### src/rtl/disp_pkg.sv
// rtl/disp_pkg.sv - shared types and constants for the display overlay arbiter
//
// Purpose: arbiter state encoding, default segment bus width, named source
// indices matching the mode encodings, and a saturating counter helper.
// Ports: none (package).
package disp_pkg;

  typedef enum logic [1:0] {
    ST_OFF     = 2'd0,
    ST_BLANK   = 2'd1,
    ST_NORMAL  = 2'd2,
    ST_OVERLAY = 2'd3
  } disp_state_e;

  localparam int DIG_W_DEF = 8;

  localparam int SRC_TIME     = 0;
  localparam int SRC_CLEAN    = 4;
  localparam int SRC_ANNOUNCE = 5;
  localparam int SRC_GESTURE  = 6;
  localparam int SRC_CUMUL    = 7;

  // Blank and overlay counters stick at their maximum instead of wrapping.
  function automatic logic [7:0] sat_inc8(input logic [7:0] v);
    return (v == 8'hFF) ? v : v + 8'd1;
  endfunction

endpackage

### src/rtl/disp_overlay_arbiter_tick_gen.sv
// rtl/disp_overlay_arbiter_tick_gen.sv - overlay tick prescaler with half-period flag
//
// Purpose: counts clk cycles 0..DIV-1 while enabled and pulses tick on the
// last count; half is high during the second half of each period.
// Ports:
//   clk  in   system clock
//   rst  in   asynchronous active-low reset
//   clr  in   synchronous clear (wins over en)
//   en   in   count enable
//   tick out  one-cycle pulse when the count is DIV-1 and enabled
//   half out  count >= DIV/2
module tick_gen #(
  parameter int DIV = 100000000
) (
  input  logic clk,
  input  logic rst,
  input  logic clr,
  input  logic en,
  output logic tick,
  output logic half
);

  localparam int W = (DIV > 1) ? $clog2(DIV) : 1;
  localparam logic [W-1:0] LAST  = W'(DIV - 1);
  localparam logic [W-1:0] HALFV = W'(DIV / 2);

  logic [W-1:0] cnt_q, cnt_d;

  always_comb begin
    cnt_d = cnt_q;
    if (clr) begin
      cnt_d = '0;
    end else if (en) begin
      cnt_d = (cnt_q == LAST) ? '0 : cnt_q + 1'b1;
    end
  end

  always_ff @(posedge clk or negedge rst) begin
    if (!rst) begin
      cnt_q <= '0;
    end else begin
      cnt_q <= cnt_d;
    end
  end

  assign tick = en && (cnt_q == LAST);
  assign half = (cnt_q >= HALFV);

endmodule

### src/rtl/disp_overlay_arbiter.sv
// rtl/disp_overlay_arbiter.sv - seven-segment source selector with timed overlays
//
// Purpose: picks one of NSRC segment sources by mode_sel, shows timed overlay
// sources on request, inserts BLANK_CYC dark cycles on every source change and
// forces dark while power_on is low.
// Optional build macro DISP_OVERLAY_BLINK_EN: blanks tube_sel during the
// second half of every overlay tick period.
// Ports:
//   clk, rst                      clock, asynchronous active-low reset
//   power_on                      0 forces OFF and dark outputs
//   mode_sel                      normal source index
//   ovr_req, ovr_src, ovr_cancel  overlay request pulse/index, cancel pulse
//   src_digit1/2, src_tube_sel    packed sources, source i at [i*DIG_W +: DIG_W]
//   digit1, digit2, tube_sel      registered pin outputs
//   active_src                    index currently shown (0 when OFF)
//   ovr_active                    overlay shown or being blanked into
module disp_overlay_arbiter
  import disp_pkg::*;
#(
  parameter int NSRC      = 8,
  parameter int SEL_W     = 3,
  parameter int DIG_W     = DIG_W_DEF,
  parameter int TICK_DIV  = 100000000,
  parameter int OVR_SECS  = 5,
  parameter int BLANK_CYC = 4
) (
  input  logic                  clk,
  input  logic                  rst,
  input  logic                  power_on,
  input  logic [SEL_W-1:0]      mode_sel,
  input  logic                  ovr_req,
  input  logic [SEL_W-1:0]      ovr_src,
  input  logic                  ovr_cancel,
  input  logic [NSRC*DIG_W-1:0] src_digit1,
  input  logic [NSRC*DIG_W-1:0] src_digit2,
  input  logic [NSRC*DIG_W-1:0] src_tube_sel,
  output logic [DIG_W-1:0]      digit1,
  output logic [DIG_W-1:0]      digit2,
  output logic [DIG_W-1:0]      tube_sel,
  output logic [SEL_W-1:0]      active_src,
  output logic                  ovr_active
);

`ifdef DISP_OVERLAY_BLINK_EN
  localparam logic BLINK_EN = 1'b1;
`else
  localparam logic BLINK_EN = 1'b0;
`endif

  localparam logic [7:0] BLANK_LAST = 8'(BLANK_CYC - 1);
  localparam logic [7:0] OVR_LAST   = 8'(OVR_SECS - 1);

  disp_state_e      state_q, state_d;
  logic [SEL_W-1:0] active_q, active_d;
  logic [SEL_W-1:0] target_q, target_d;
  logic             to_ovr_q, to_ovr_d;
  logic [7:0]       blank_cnt_q, blank_cnt_d;
  logic [7:0]       ovr_cnt_q, ovr_cnt_d;
  logic [DIG_W-1:0] d1_q, d1_d, d2_q, d2_d, ts_q, ts_d;

  logic             blank_go;
  logic [SEL_W-1:0] blank_tgt;
  logic             blank_ovr;
  logic             tick_clr, tick_en, tick, half;

  // Indices with no source behind them read as all-zero segments.
  function automatic logic [DIG_W-1:0] pick(input logic [NSRC*DIG_W-1:0] bus,
                                            input logic [SEL_W-1:0]      idx);
    logic [DIG_W-1:0] r;
    r = '0;
    for (int i = 0; i < NSRC; i++) begin
      if (idx == SEL_W'(i)) r = bus[i*DIG_W +: DIG_W];
    end
    return r;
  endfunction

  // Prescaler only runs while an overlay is on screen, so the first tick
  // lands exactly TICK_DIV cycles after entering OVERLAY.
  assign tick_en = (state_q == ST_OVERLAY);

  tick_gen #(.DIV(TICK_DIV)) u_tick (
    .clk  (clk),
    .rst  (rst),
    .clr  (tick_clr),
    .en   (tick_en),
    .tick (tick),
    .half (half)
  );

  always_comb begin
    state_d     = state_q;
    active_d    = active_q;
    target_d    = target_q;
    to_ovr_d    = to_ovr_q;
    blank_cnt_d = blank_cnt_q;
    ovr_cnt_d   = ovr_cnt_q;
    blank_go    = 1'b0;
    blank_tgt   = mode_sel;
    blank_ovr   = 1'b0;
    tick_clr    = (state_q != ST_OVERLAY);

    unique case (state_q)
      ST_OFF: begin
        blank_go = power_on;
      end
      ST_BLANK: begin
        // Cancel only matters when an overlay is pending or the mode moved;
        // mode changes are ignored while blanking toward an overlay.
        if (ovr_cancel) begin
          blank_go = to_ovr_q || (mode_sel != target_q);
        end else if (ovr_req) begin
          blank_go  = 1'b1;
          blank_tgt = ovr_src;
          blank_ovr = 1'b1;
        end else begin
          blank_go = !to_ovr_q && (mode_sel != target_q);
        end
        if (!blank_go) begin
          if (blank_cnt_q >= BLANK_LAST) begin
            state_d   = to_ovr_q ? ST_OVERLAY : ST_NORMAL;
            active_d  = target_q;
            ovr_cnt_d = '0;
          end else begin
            blank_cnt_d = sat_inc8(blank_cnt_q);
          end
        end
      end
      ST_NORMAL: begin
        if (!ovr_cancel && ovr_req) begin
          blank_go  = 1'b1;
          blank_tgt = ovr_src;
          blank_ovr = 1'b1;
        end else begin
          blank_go = (mode_sel != active_q);
        end
      end
      ST_OVERLAY: begin
        if (ovr_cancel) begin
          blank_go = 1'b1;
        end else if (ovr_req && (ovr_src == active_q)) begin
          ovr_cnt_d = '0;
          tick_clr  = 1'b1;
        end else if (ovr_req) begin
          blank_go  = 1'b1;
          blank_tgt = ovr_src;
          blank_ovr = 1'b1;
        end else if (tick) begin
          if (ovr_cnt_q >= OVR_LAST) begin
            blank_go = 1'b1;
          end else begin
            ovr_cnt_d = sat_inc8(ovr_cnt_q);
          end
        end
      end
      default: state_d = ST_OFF;
    endcase

    if (blank_go) begin
      state_d     = ST_BLANK;
      target_d    = blank_tgt;
      to_ovr_d    = blank_ovr;
      blank_cnt_d = '0;
      ovr_cnt_d   = '0;
    end

    if (!power_on) begin
      state_d     = ST_OFF;
      active_d    = SEL_W'(SRC_TIME);
      target_d    = '0;
      to_ovr_d    = 1'b0;
      blank_cnt_d = '0;
      ovr_cnt_d   = '0;
    end
  end

  // Pins follow the current state one cycle later; power loss darkens them
  // on the very edge it is seen.
  always_comb begin
    d1_d = '0;
    d2_d = '0;
    ts_d = '0;
    if (power_on && (state_q == ST_NORMAL || state_q == ST_OVERLAY)) begin
      d1_d = pick(src_digit1, active_q);
      d2_d = pick(src_digit2, active_q);
      ts_d = pick(src_tube_sel, active_q);
      if (BLINK_EN && (state_q == ST_OVERLAY) && half) ts_d = '0;
    end
  end

  always_ff @(posedge clk or negedge rst) begin
    if (!rst) begin
      state_q     <= ST_OFF;
      active_q    <= SEL_W'(SRC_TIME);
      target_q    <= '0;
      to_ovr_q    <= 1'b0;
      blank_cnt_q <= '0;
      ovr_cnt_q   <= '0;
      d1_q        <= '0;
      d2_q        <= '0;
      ts_q        <= '0;
    end else begin
      state_q     <= state_d;
      active_q    <= active_d;
      target_q    <= target_d;
      to_ovr_q    <= to_ovr_d;
      blank_cnt_q <= blank_cnt_d;
      ovr_cnt_q   <= ovr_cnt_d;
      d1_q        <= d1_d;
      d2_q        <= d2_d;
      ts_q        <= ts_d;
    end
  end

  assign digit1     = d1_q;
  assign digit2     = d2_q;
  assign tube_sel   = ts_q;
  assign active_src = active_q;
  assign ovr_active = (state_q == ST_OVERLAY) || (state_q == ST_BLANK && to_ovr_q);

endmodule
### config.mk
export PLATFORM = sky130hd
export DESIGN_NAME = disp_overlay_arbiter
export DESIGN_NICKNAME = d
export VERILOG_FILES = /design/src/rtl/disp_pkg.sv /design/src/rtl/disp_overlay_arbiter_tick_gen.sv /design/src/rtl/disp_overlay_arbiter.sv
export SDC_FILE = /design/constraint.sdc
export NUM_CORES = 1
export LEC_CHECK = 0
export ABC_CLOCK_PERIOD_IN_PS = 2350
export BUFFER_PORTS_ARGS = -buffer_cell sky130_fd_sc_hd__buf_2
export CORE_MARGIN = 5
export CORE_UTILIZATION = 43
export DETAILED_ROUTE_END_ITERATION = 16
export PLACE_DENSITY = 0.8
export SETUP_SLACK_MARGIN = 0.1
export SKIP_LAST_GASP = 1
export SYNTH_ARGS = -nofsm -noshare
export SYNTH_HDL_FRONTEND = slang
export SYNTH_SLANG_ARGS = --single-unit
export TNS_END_PERCENT = 1
### constraint.sdc
create_clock -name clk -period 2.35 [get_ports clk]
set_input_delay 0.3525 -clock clk [delete_from_list [all_inputs] [get_ports clk]]
set_output_delay 0.3525 -clock clk [all_outputs]
set_load 0.02 [all_outputs]
==> results.sh, run 1 <==
export IMPL_crit_buf_inv=2
export IMPL_crit_arrival_ns=2.55
export IMPL_grt_antenna_before_repair=0
export IMPL_ir_worst_vdd_uv=356.3
export IMPL_finalNonFillerCells=908
export IMPL_vias_per_cell=5.757
export IMPL_drive_above_1_share_pct=40.78
export IMPL_end_kind="flip-flop"
export IMPL_skew_ns=0.008280
export IMPL_cts_tree="done"
export IMPL_antenna_cells=0
export IMPL_critPathLaunchType="flip-flop"
export IMPL_worstSetupPathType="reg -> reg"
export IMPL_cpLargestDelayFamily="compound AO/OA/AOI/OAI gates"
export IMPL_routed_wl_mm=16.34
export IMPL_fmax_mhz=439.7
export IMPL_power_density_nw_per_um2=476.8
export IMPL_clkPwrFrac_pct=45.2
export IMPL_maxCapViolations=0
export IMPL_p_leak_nw=3.087
export IMPL_finalWorstSetupSlack_ns=0.07585
export IMPL_worst_pin_slew_ns=0.7049
export IMPL_cts_root_buf="clkbuf_16"
export IMPL_layout_nets=968
export IMPL_r2r_slack_ns=0.08
export IMPL_die_w_um=117.1
export IMPL_cts_path_max_buffers=2
export IMPL_seqPwrFrac_pct=41.7
export IMPL_initial_core_util_pct=43.59
export IMPL_crit_chain="buf_12 -> mux2i_1 -> o21ai_0 -> mux2_2 -> o22ai_1 -> a2111oi_1 -> buf_4"
export IMPL_critPathRequiredTime_ns=2.62
export IMPL_finalCritPeriodShare_pct=96.77
export IMPL_cts_hold_fix_buffers=0
export IMPL_finalWeightedCongestion=0.8779
export IMPL_final_hold_viol_count=0
export IMPL_slew_headroom_pct=52.96
export IMPL_dp_cells=889
export IMPL_dr_pass1_iters=5
export IMPL_synth_edf_count=0
export IMPL_grt_start_max_net_pins=53
export IMPL_yosysWarnings=0
export IMPL_drc_errors=0
export IMPL_crit_slowest_cell="a2111oi_1"
export IMPL_rows=39
export IMPL_layout_min_cycle_time_ns=2.274
export IMPL_wire_per_inst_um=17.99
export IMPL_syn_avg_cell_area_um2=9.276
export IMPL_ys_seq_area_share_pct=38.54
export IMPL_rsz0062_at_grt="yes"
export IMPL_r2r_end="digit2[1]"
export IMPL_whs_ns=0.03516
export IMPL_via_count=5227
export IMPL_syn_nets=739
export IMPL_place_worst_setup_slack_ns=-0.01175
export IMPL_clock_latency_ns=0.33
export IMPL_fillers=999
export IMPL_io_buffers=230
export IMPL_pin_count=231
export IMPL_p_int_mw=2.471
export IMPL_grt_pass1_vias=5125
export IMPL_rr_worst_depth=7
export IMPL_drt_iter0_drc=399
export IMPL_p_sw_share_pct=22.92
export IMPL_cts_buffers=9
export IMPL_p_total_mw=3.205
export IMPL_finalSetupTns_ns=0
export IMPL_core_area_um2=11320
export IMPL_grt_use_total_pct=23.16
export IMPL_slew_violations=0
export IMPL_cp_slowest_stage_delay_ns=0.57
export IMPL_ys_types=52
export IMPL_cts_reportedPaths_clkPinSlew_ns=0.06
export IMPL_h_tree_depth=3
export IMPL_critical_path_startpoint="active_src[1]"
export IMPL_synth_area_um2=4935
export IMPL_status="complete, no violations"
export IMPL_die_area_um2=13720
export IMPL_antenna_left=0
export IMPL_setup_viol_count_final=0
export IMPL_r2r_start="active_src[1]"
export IMPL_async_flop_share_pct=100.0
export IMPL_cp_max_fo=27
export IMPL_area_growth_pct=36.21
export IMPL_dp_hpwl_mm=12.70
export IMPL_min_path_type="in -> async"
export IMPL_grt_pass1_wl_mm=24.82
export IMPL_ys_flop_type="dfrtp_1"
export IMPL_clock_sinks=76
export IMPL_die_height_um=117.1
export IMPL_grt_overflow=0
export IMPL_switchingPower_mw=0.7345
export IMPL_syn_inst=532
export IMPL_ys_ff_latch=76
export IMPL_p_comb_share_pct=13.1
-- cells in the final DEF (no fill, tap or decap), types with 2 or more instances in the layout --
master and count:
a2111oi_0 19, a2111oi_1 2, a211o_1 3, a211oi_1 23, a21boi_0 2, a21oi_1 8, a31oi_1 4, and2_1 7
and3_1 10, and4_1 2, buf_12 6, buf_2 229, buf_4 24, bufinv_16 2, clkbuf_16 9, clkinvlp_4 2
dfrtp_1 74, dfrtp_2 2, ha_1 3, inv_1 9, mux2_2 21, mux2i_1 32, mux4_2 4, nand2_1 49
nand3_1 13, nand3b_1 3, nand4_1 9, nor2_1 40, nor2b_1 8, nor3_1 3, nor4_1 7, o21ai_0 28
o22ai_1 48, or3_1 2, xnor2_1 13, xor2_1 20
-- repair_timing --
action,in CTS,in global routing
setup endpoints to repair,18,24
cloned,0,0
buffers inserted,2,2
pin swaps,1,7
resized for setup,1,4
-- kinds of logic after synthesis --
group / count (synthesis) / share of synthesized area, %
adder cells (fa/ha/maj): 4 / 1.014
buffers and inverters: 50 / 4.285
AND/OR/NAND/NOR: 166 / 17.27
multiplexers: 57 / 13.11
AO/OA/AOI/OAI: 146 / 19.93
XOR/XNOR: 33 / 5.857
flip-flops: 76 / 38.54
-- worst reg2reg max path, delay by kind of cell (launching register included) --
family,cells,cell delay (ns)
AOI/OAI and AO/OA,3,0.99
buffers and inverters,2,0.39
DFF,1,0.46
muxes,2,0.37
-- through the flow --
stage / instance area [um2] / utilization, %
final: 6721 / 59.37
after global routing: 6721 / 59.37
after CTS: 6693 / 59.12
after detailed placement: 6357 / 56.16
after global placement: 6357 / 56.16
after floorplan: 4935 / -
-- state kept, by name, indices dropped and copies added (netlist names), 3 cells and up --
signal,cells
active_src,3
blank_cnt_q,8
digit1,8
digit2,8
ovr_cnt_q,8
target_q,3
tube_sel,8
u_tick.cnt_q,27
-- synthesized netlist by cell type (10+ instances only) --
| library cell | n | area share [%] |
|---|---|---|
| a2111oi_0 | 21 | 3.7 |
| nand2_1 | 49 | 3.7 |
| buf_2 | 10 | 1.0 |
| clkbuf_1 | 26 | 2.0 |
| nor2_1 | 40 | 3.0 |
| and3_1 | 10 | 1.3 |
| nand3_1 | 13 | 1.3 |
| dfrtp_1 | 76 | 39 |
| mux2i_1 | 32 | 6.5 |
| o21ai_0 | 28 | 2.8 |
| o22ai_1 | 48 | 6.1 |
| a211oi_1 | 23 | 3.5 |
| mux2_2 | 21 | 4.8 |
| xor2_1 | 20 | 3.5 |
| xnor2_1 | 13 | 2.3 |
-- worst max path at each step --
stage,cells after the start,slack (ns),endpoint
after floorplan,7,0.13,ovr_cnt_q[2]
after global placement,7,0.04,digit2[1]
after detailed placement,7,-0.01,ovr_cnt_q[1]
after CTS,7,0.04,ovr_cnt_q[2]
after global routing,7,0.03,ovr_cnt_q[2]
final,7,0.08,digit2[1]
-- area by class of cell --
cell class / instances / area, um2 / area share [%]
multi-input cells: 406 / 2844 / 42.31
flip-flops and latches: 76 / 1904 / 28.33
repair buffers: 259 / 1446 / 21.52
clock buffers: 9 / 225.2 / 3.351
well taps: 143 / 178.9 / 2.662
clock inverters: 6 / 88.84 / 1.322
inverters: 9 / 33.78 / 0.5026
-- power groups by stage --
| stage | Clock, mW | Combinational (mW) | Sequential (mW) |
|---|---|---|---|
| detailed placement | 0 | 0.412 | 1.36 |
| CTS | 1.47 | 0.419 | 1.34 |
| floorplan | 0 | 0.157 | 1.36 |
| finish | 1.45 | 0.420 | 1.34 |
| global placement | 0 | 0.405 | 1.36 |
| global route | 1.54 | 0.463 | 1.34 |
-- metal layers --
layer	GRT usage, %	wire [um]
met1	29.59	6431
met2	37.69	8259
met3	6.221	1223
met4	8.792	423
met5	0	0
No activity file was read; power rests on OpenSTA's default activity.
==> run 2: changes to the inputs <==
--- a/config.mk
+++ b/config.mk
@@ -7,10 +7,12 @@
 export LEC_CHECK = 0
 export ABC_CLOCK_PERIOD_IN_PS = 2350
 export BUFFER_PORTS_ARGS = -buffer_cell sky130_fd_sc_hd__buf_2
+export CAP_MARGIN = 20
 export CORE_MARGIN = 5
 export CORE_UTILIZATION = 43
 export DETAILED_ROUTE_END_ITERATION = 16
 export PLACE_DENSITY = 0.8
+export REMOVE_ABC_BUFFERS = 1
 export SETUP_SLACK_MARGIN = 0.1
 export SKIP_LAST_GASP = 1
 export SYNTH_ARGS = -nofsm -noshare
==> results.sh, run 2 (same netlist as run 1, synthesis figures left out) <==
export IMPL_cts_buffers=9
export IMPL_antenna_left=0
export IMPL_setup_viol_count_final=0
export IMPL_rr_worst_depth=7
export IMPL_core_area_um2=11320
export IMPL_power_density_nw_per_um2=453.2
export IMPL_min_to="digit1[2]"
export IMPL_routed_wl_mm=15.43
export IMPL_regMostFlops="u_tick.cnt_q"
export IMPL_grt_pass1_vias=4962
export IMPL_maxCapViolations=0
export IMPL_pin_count=231
export IMPL_cts_root_buf="clkbuf_16"
export IMPL_vias_per_cell=5.522
export IMPL_drt_iter0_drc=348
export IMPL_cp_slowest_stage_delay_ns=0.51
export IMPL_crit_chain="ha_1 -> or4_4 -> o41a_1 -> a211o_1 -> and2_4 -> a21oi_2 -> and3b_1"
export IMPL_min_path_cells=3
export IMPL_layout_nets=964
export IMPL_crit_slowest_cell="or4_4"
export IMPL_largest_reg_flops=27
export IMPL_cts_tree="done"
export IMPL_rows=39
export IMPL_end_kind="flip-flop"
export IMPL_regArea_um2=1904
export IMPL_wire_per_inst_um=16.99
export IMPL_critPathLaunchType="flip-flop"
export IMPL_place_worst_setup_slack_ns=-0.0007447
export IMPL_dr_pass1_iters=4
export IMPL_multi_input_area_um2=2831
export IMPL_status="complete, no violations"
export IMPL_rsz0062_at_grt="yes"
export IMPL_grt_pass1_wl_mm=24.13
export IMPL_final_common_cell="buf_2"
export IMPL_slew_headroom_pct=53.72
export IMPL_dr_wl_met2_mm=7.926
export IMPL_cts_path_max_buffers=2
export IMPL_cp_max_fo=3
export IMPL_grt_overflow=0
export IMPL_grt_antenna_before_repair=3
export IMPL_grt_use_total_pct=22.38
export IMPL_whs_ns=0.3383
export IMPL_worst_pin_slew_ns=0.6934
export IMPL_min_from="src_digit1[42]"
export IMPL_initial_core_util_pct=43.59
export IMPL_min_path_type="in -> reg"
export IMPL_h_tree_depth=3
export IMPL_skew_ns=0.009640
export IMPL_p_leak_nw=3.031
export IMPL_area_growth_pct=34.46
export IMPL_final_hold_viol_count=0
export IMPL_finalSetupTns_ns=0
export IMPL_cts_reportedPaths_clkPinSlew_ns=0.06
export IMPL_dp_hpwl_mm=11.63
export IMPL_finalCritPeriodShare_pct=96.92
export IMPL_layout_min_cycle_time_ns=2.278
export IMPL_maxUsedRoutingLayer="met4"
export IMPL_grt_start_max_net_pins=53
export IMPL_clock_sinks=76
export IMPL_slew_violations=0
export IMPL_finalWeightedCongestion=0.8243
export IMPL_die_w_um=117.1
export IMPL_critPathRequiredTime_ns=2.57
export IMPL_die_height_um=117.1
export IMPL_p_total_mw=3.007
export IMPL_worstSetupPathType="reg -> reg"
export IMPL_r2r_slack_ns=0.07
export IMPL_fmax_mhz=439.1
export IMPL_wl_met3_um=928
export IMPL_final_cell_mix="buf_2, dfrtp_1, nand2_1, o22ai_1, nor2_1"
export IMPL_ir_worst_vdd_uv=521.3
export IMPL_drc_errors=0
export IMPL_fillers=1045
export IMPL_finalWorstSetupSlack_ns=0.07237
export IMPL_r2r_start="blank_cnt_q[0]"
export IMPL_die_area_um2=13720
export IMPL_drive_above_1_share_pct=40.03
export IMPL_r2r_end="ovr_cnt_q[2]"
export IMPL_io_buffers=230
export IMPL_via_count=5014
export IMPL_crit_arrival_ns=2.50
export IMPL_clock_latency_ns=0.33
export IMPL_drt_met1_wl_mm=6.250
-- run 2: cell count changes in the layout (fill, tap and decap cells not counted), sizes merged --
cell | before | now
clkbuf | 9 | 12
dlygate4sd3 | 0 | 1
clkinvlp | 2 | 1
buf | 259 | 254
bufinv | 2 | 0
inv | 10 | 9
clkinv | 1 | 3
diode | 0 | 3
-- run 2: final cells by class --
cell class / instances / share of cell area (%)
Antenna cell: 3 / 0.1131
Clock buffer: 12 / 3.715
Clock inverter: 4 / 0.3960
Inverter: 9 / 0.5091
Multi-Input combinational cell: 406 / 42.67
Sequential cell: 76 / 28.70
Tap cell: 143 / 2.697
Timing Repair Buffer: 255 / 21.20
-- run 2: per-layer routing --
layer,up-vias,GRT usage (%)
li1,2452,-
met1,2387,28.02
met2,151,37.69
met3,24,5.758
met4,0,7.569
met5,-,0
-- run 2: critical path: cells and delay by family, from the launching register on --
kind	cells	cell delay, ns
flops	1	0.38
fa+ha+maj	1	0.19
compound gates	3	0.75
simple gates	3	0.83
-- run 2: how the worst max path moves through the flow --
stage | from | endpoint | slack, ns | depth (start not counted)
floorplan | active_src[1] | digit1[0] | -0.87 | 4
global placement | blank_cnt_q[0] | ovr_cnt_q[2] | 0.06 | 7
detailed placement | blank_cnt_q[0] | ovr_cnt_q[2] | -0.0007 | 7
CTS | blank_cnt_q[0] | ovr_cnt_q[2] | 0.06 | 7
global route | blank_cnt_q[0] | ovr_cnt_q[2] | -0.009 | 7
finish | blank_cnt_q[0] | ovr_cnt_q[2] | 0.07 | 7
-- run 2: per-stage QoR --
step	utilization (%)	instance area (um2)	cells
after CTS	58.48	6620	905
final	58.61	6635	908
after global routing	58.61	6635	908
after floorplan	-	4757	491
after global placement	55.67	6302	885
after detailed placement	55.67	6302	885
-- run 2: power breakdown --
group | internal [mW] | switching, mW
sequential | 1.32 | 0.0163
combinational | 0.219 | 0.181
clock | 0.742 | 0.525
total | 2.28 | 0.723
-- run 2: repair_timing --
| item | CTS | global route |
|---|---|---|
| hold buffers | 1 | 0 |
| setup endpoints to repair | 11 | 27 |
| gates resized for setup | 0 | 2 |
| pin swaps | 2 | 0 |
| hold endpoints to repair | 34 | 0 |
| buffers inserted | 3 | 0 |
==> run 3: changes to the inputs <==
--- a/config.mk
+++ b/config.mk
@@ -8,6 +8,7 @@
 export ABC_CLOCK_PERIOD_IN_PS = 2350
 export BUFFER_PORTS_ARGS = -buffer_cell sky130_fd_sc_hd__buf_2
 export CAP_MARGIN = 20
+export CORE_ASPECT_RATIO = 1.2
 export CORE_MARGIN = 5
 export CORE_UTILIZATION = 43
 export DETAILED_ROUTE_END_ITERATION = 16
==> constraint.sdc (replaced) <==
create_clock -name clk -period 2.35 [get_ports clk]
set_input_delay 0.47 -clock clk [delete_from_list [all_inputs] [get_ports clk]]
set_output_delay 0.47 -clock clk [all_outputs]
set_load 0.02 [all_outputs]
==> results.sh, run 3 (same netlist as run 1, synthesis figures left out) <==
export IMPL_final_util_pct=60.13
export IMPL_drt_iter0_drc=443
export IMPL_clock_latency_ns=0.34
export IMPL_switchingPower_mw=0.7927
export IMPL_layout_nets=964
export IMPL_end_kind="flip-flop"
export IMPL_final_common_cell="buf_2"
export IMPL_grt_overflow=0
export IMPL_rsz0062_at_grt="yes"
export IMPL_slew_violations=0
export IMPL_routed_wl_mm=17.76
export IMPL_grt_use_total_pct=25.73
export IMPL_antenna_left=0
export IMPL_clock_sinks=76
export IMPL_power_density_nw_per_um2=493.7
export IMPL_die_height_um=127.4
export IMPL_grt_pass1_vias=5730
export IMPL_status="complete, no violations"
export IMPL_die_w_um=107.8
export IMPL_p_leak_nw=3.052
export IMPL_die_area_um2=13730
export IMPL_p_int_mw=2.515
export IMPL_critPathRequiredTime_ns=2.58
export IMPL_grt_start_max_net_pins=44
export IMPL_seqPwrFrac_pct=40.4
export IMPL_crit_arrival_ns=2.52
export IMPL_worst_pin_slew_ns=0.7694
export IMPL_wire_per_inst_um=19.35
export IMPL_initial_core_util_pct=44.29
export IMPL_rows=42
export IMPL_setup_viol_count_final=0
export IMPL_clkPwrFrac_pct=46.9
export IMPL_r2r_slack_ns=0.06
export IMPL_slew_headroom_pct=48.58
export IMPL_pin_count=231
export IMPL_finalWeightedCongestion=0.9681
export IMPL_area_growth_pct=35.75
export IMPL_r2r_end="ovr_cnt_q[2]"
export IMPL_cts_reportedPaths_clkPinSlew_ns=0.07
export IMPL_grt_antenna_before_repair=2
export IMPL_skew_ns=0.01002
export IMPL_rr_worst_depth=7
export IMPL_whs_ns=0.1193
export IMPL_drive_above_1_share_pct=40.55
export IMPL_p_comb_share_pct=12.7
export IMPL_drc_errors=0
export IMPL_largest_reg_flops=27
export IMPL_fmax_mhz=436.0
export IMPL_critPathLaunchType="flip-flop"
export IMPL_core_area_um2=11140
export IMPL_regMostFlops="u_tick.cnt_q"
export IMPL_grt_pass1_wl_mm=28.06
export IMPL_vias_per_cell=5.864
export IMPL_cts_root_buf="clkbuf_16"
export IMPL_ir_worst_vdd_uv=363.7
export IMPL_io_buffers=230
export IMPL_r2r_start="blank_cnt_q[1]"
export IMPL_h_tree_depth=3
export IMPL_dr_pass1_iters=5
export IMPL_final_hold_viol_count=0
export IMPL_finalCritPeriodShare_pct=97.61
export IMPL_cts_buffers=9
export IMPL_final_cell_mix="buf_2, dfrtp_1, nand2_1, o22ai_1, nor2_1"
export IMPL_cts_path_max_buffers=2
export IMPL_cp_max_fo=3
export IMPL_dp_hpwl_mm=13.42
export IMPL_cts_tree="done"
export IMPL_min_path_type="in -> async"
export IMPL_layout_min_cycle_time_ns=2.294
export IMPL_p_sw_share_pct=23.97
export IMPL_cts_hold_fix_buffers=0
export IMPL_worstSetupPathType="reg -> reg"
export IMPL_maxCapViolations=0
export IMPL_via_count=5383
-- run 3: worst max-delay path, stage by stage, from the launching register on --
cell and delay (ns):
dfrtp_1 0.39, ha_2 0.18, or4_4 0.42, o41a_1 0.41
a211o_1 0.34, and2_4 0.16, a21oi_2 0.09, and3b_1 0.18
-- run 3: layout make-up --
cell class / instances / area, um2
fillers: 949 / 4442
multi-input cells: 406 / 2834
flip-flops and latches: 76 / 1904
repair buffers: 255 / 1395
clock buffers: 10 / 239.0
well taps: 154 / 192.7
clock inverters: 6 / 95.09
inverters: 9 / 33.78
diodes: 2 / 5.005
-- run 3: repair_timing --
| action | CTS | global route |
|---|---|---|
| setup endpoints to repair | 18 | 31 |
| pin swaps | 2 | 5 |
| resized for setup | 0 | 4 |
| cloned | 0 | 0 |
| setup buffers | 2 | 1 |
-- run 3: worst max path at each step --
stage / slack, ns / startpoint / endpoint
finish: 0.06 / blank_cnt_q[1] / ovr_cnt_q[2]
global route: -0.01 / u_tick.cnt_q[0] / blank_cnt_q[3]
CTS: 0.01 / blank_cnt_q[0] / ovr_cnt_q[2]
detailed placement: -0.02 / blank_cnt_q[0] / ovr_cnt_q[2]
global placement: 0.04 / blank_cnt_q[0] / ovr_cnt_q[2]
floorplan: -0.87 / active_src[1] / digit1[0]
-- run 3: power groups by stage --
stage	Combinational, mW	Sequential, mW	Clock [mW]
after global routing	0.465	1.34	1.63
after CTS	0.418	1.34	1.57
after detailed placement	0.412	1.36	0
after floorplan	0.143	1.37	0
after global placement	0.394	1.36	0
final	0.421	1.34	1.55
-- run 3: per-layer routing --
| metal | vias to the layer above | track usage, % | part of all wire [%] |
|---|---|---|---|
| met4 | 0 | 11.59 | 4.4 |
| met1 | 2546 | 31.76 | 37 |
| met3 | 79 | 6.509 | 8.8 |
| li1 | 2449 | - | - |
| met5 | - | 0 | 0 |
| met2 | 309 | 42.31 | 50 |
-- run 3: per-stage QoR --
stage	area, um2	TNS (ns)	cells	setup slack, ns	power, mW
after floorplan	4757	-54.95	491	-0.8662	1.510
after global placement	6324	0	897	0.03525	1.753
after detailed placement	6324	-0.01781	897	-0.01781	1.772
after CTS	6673	0	915	0.01264	3.320
after global routing	6699	-0.02481	918	-0.01304	3.436
final	6699	0	918	0.05628	3.307
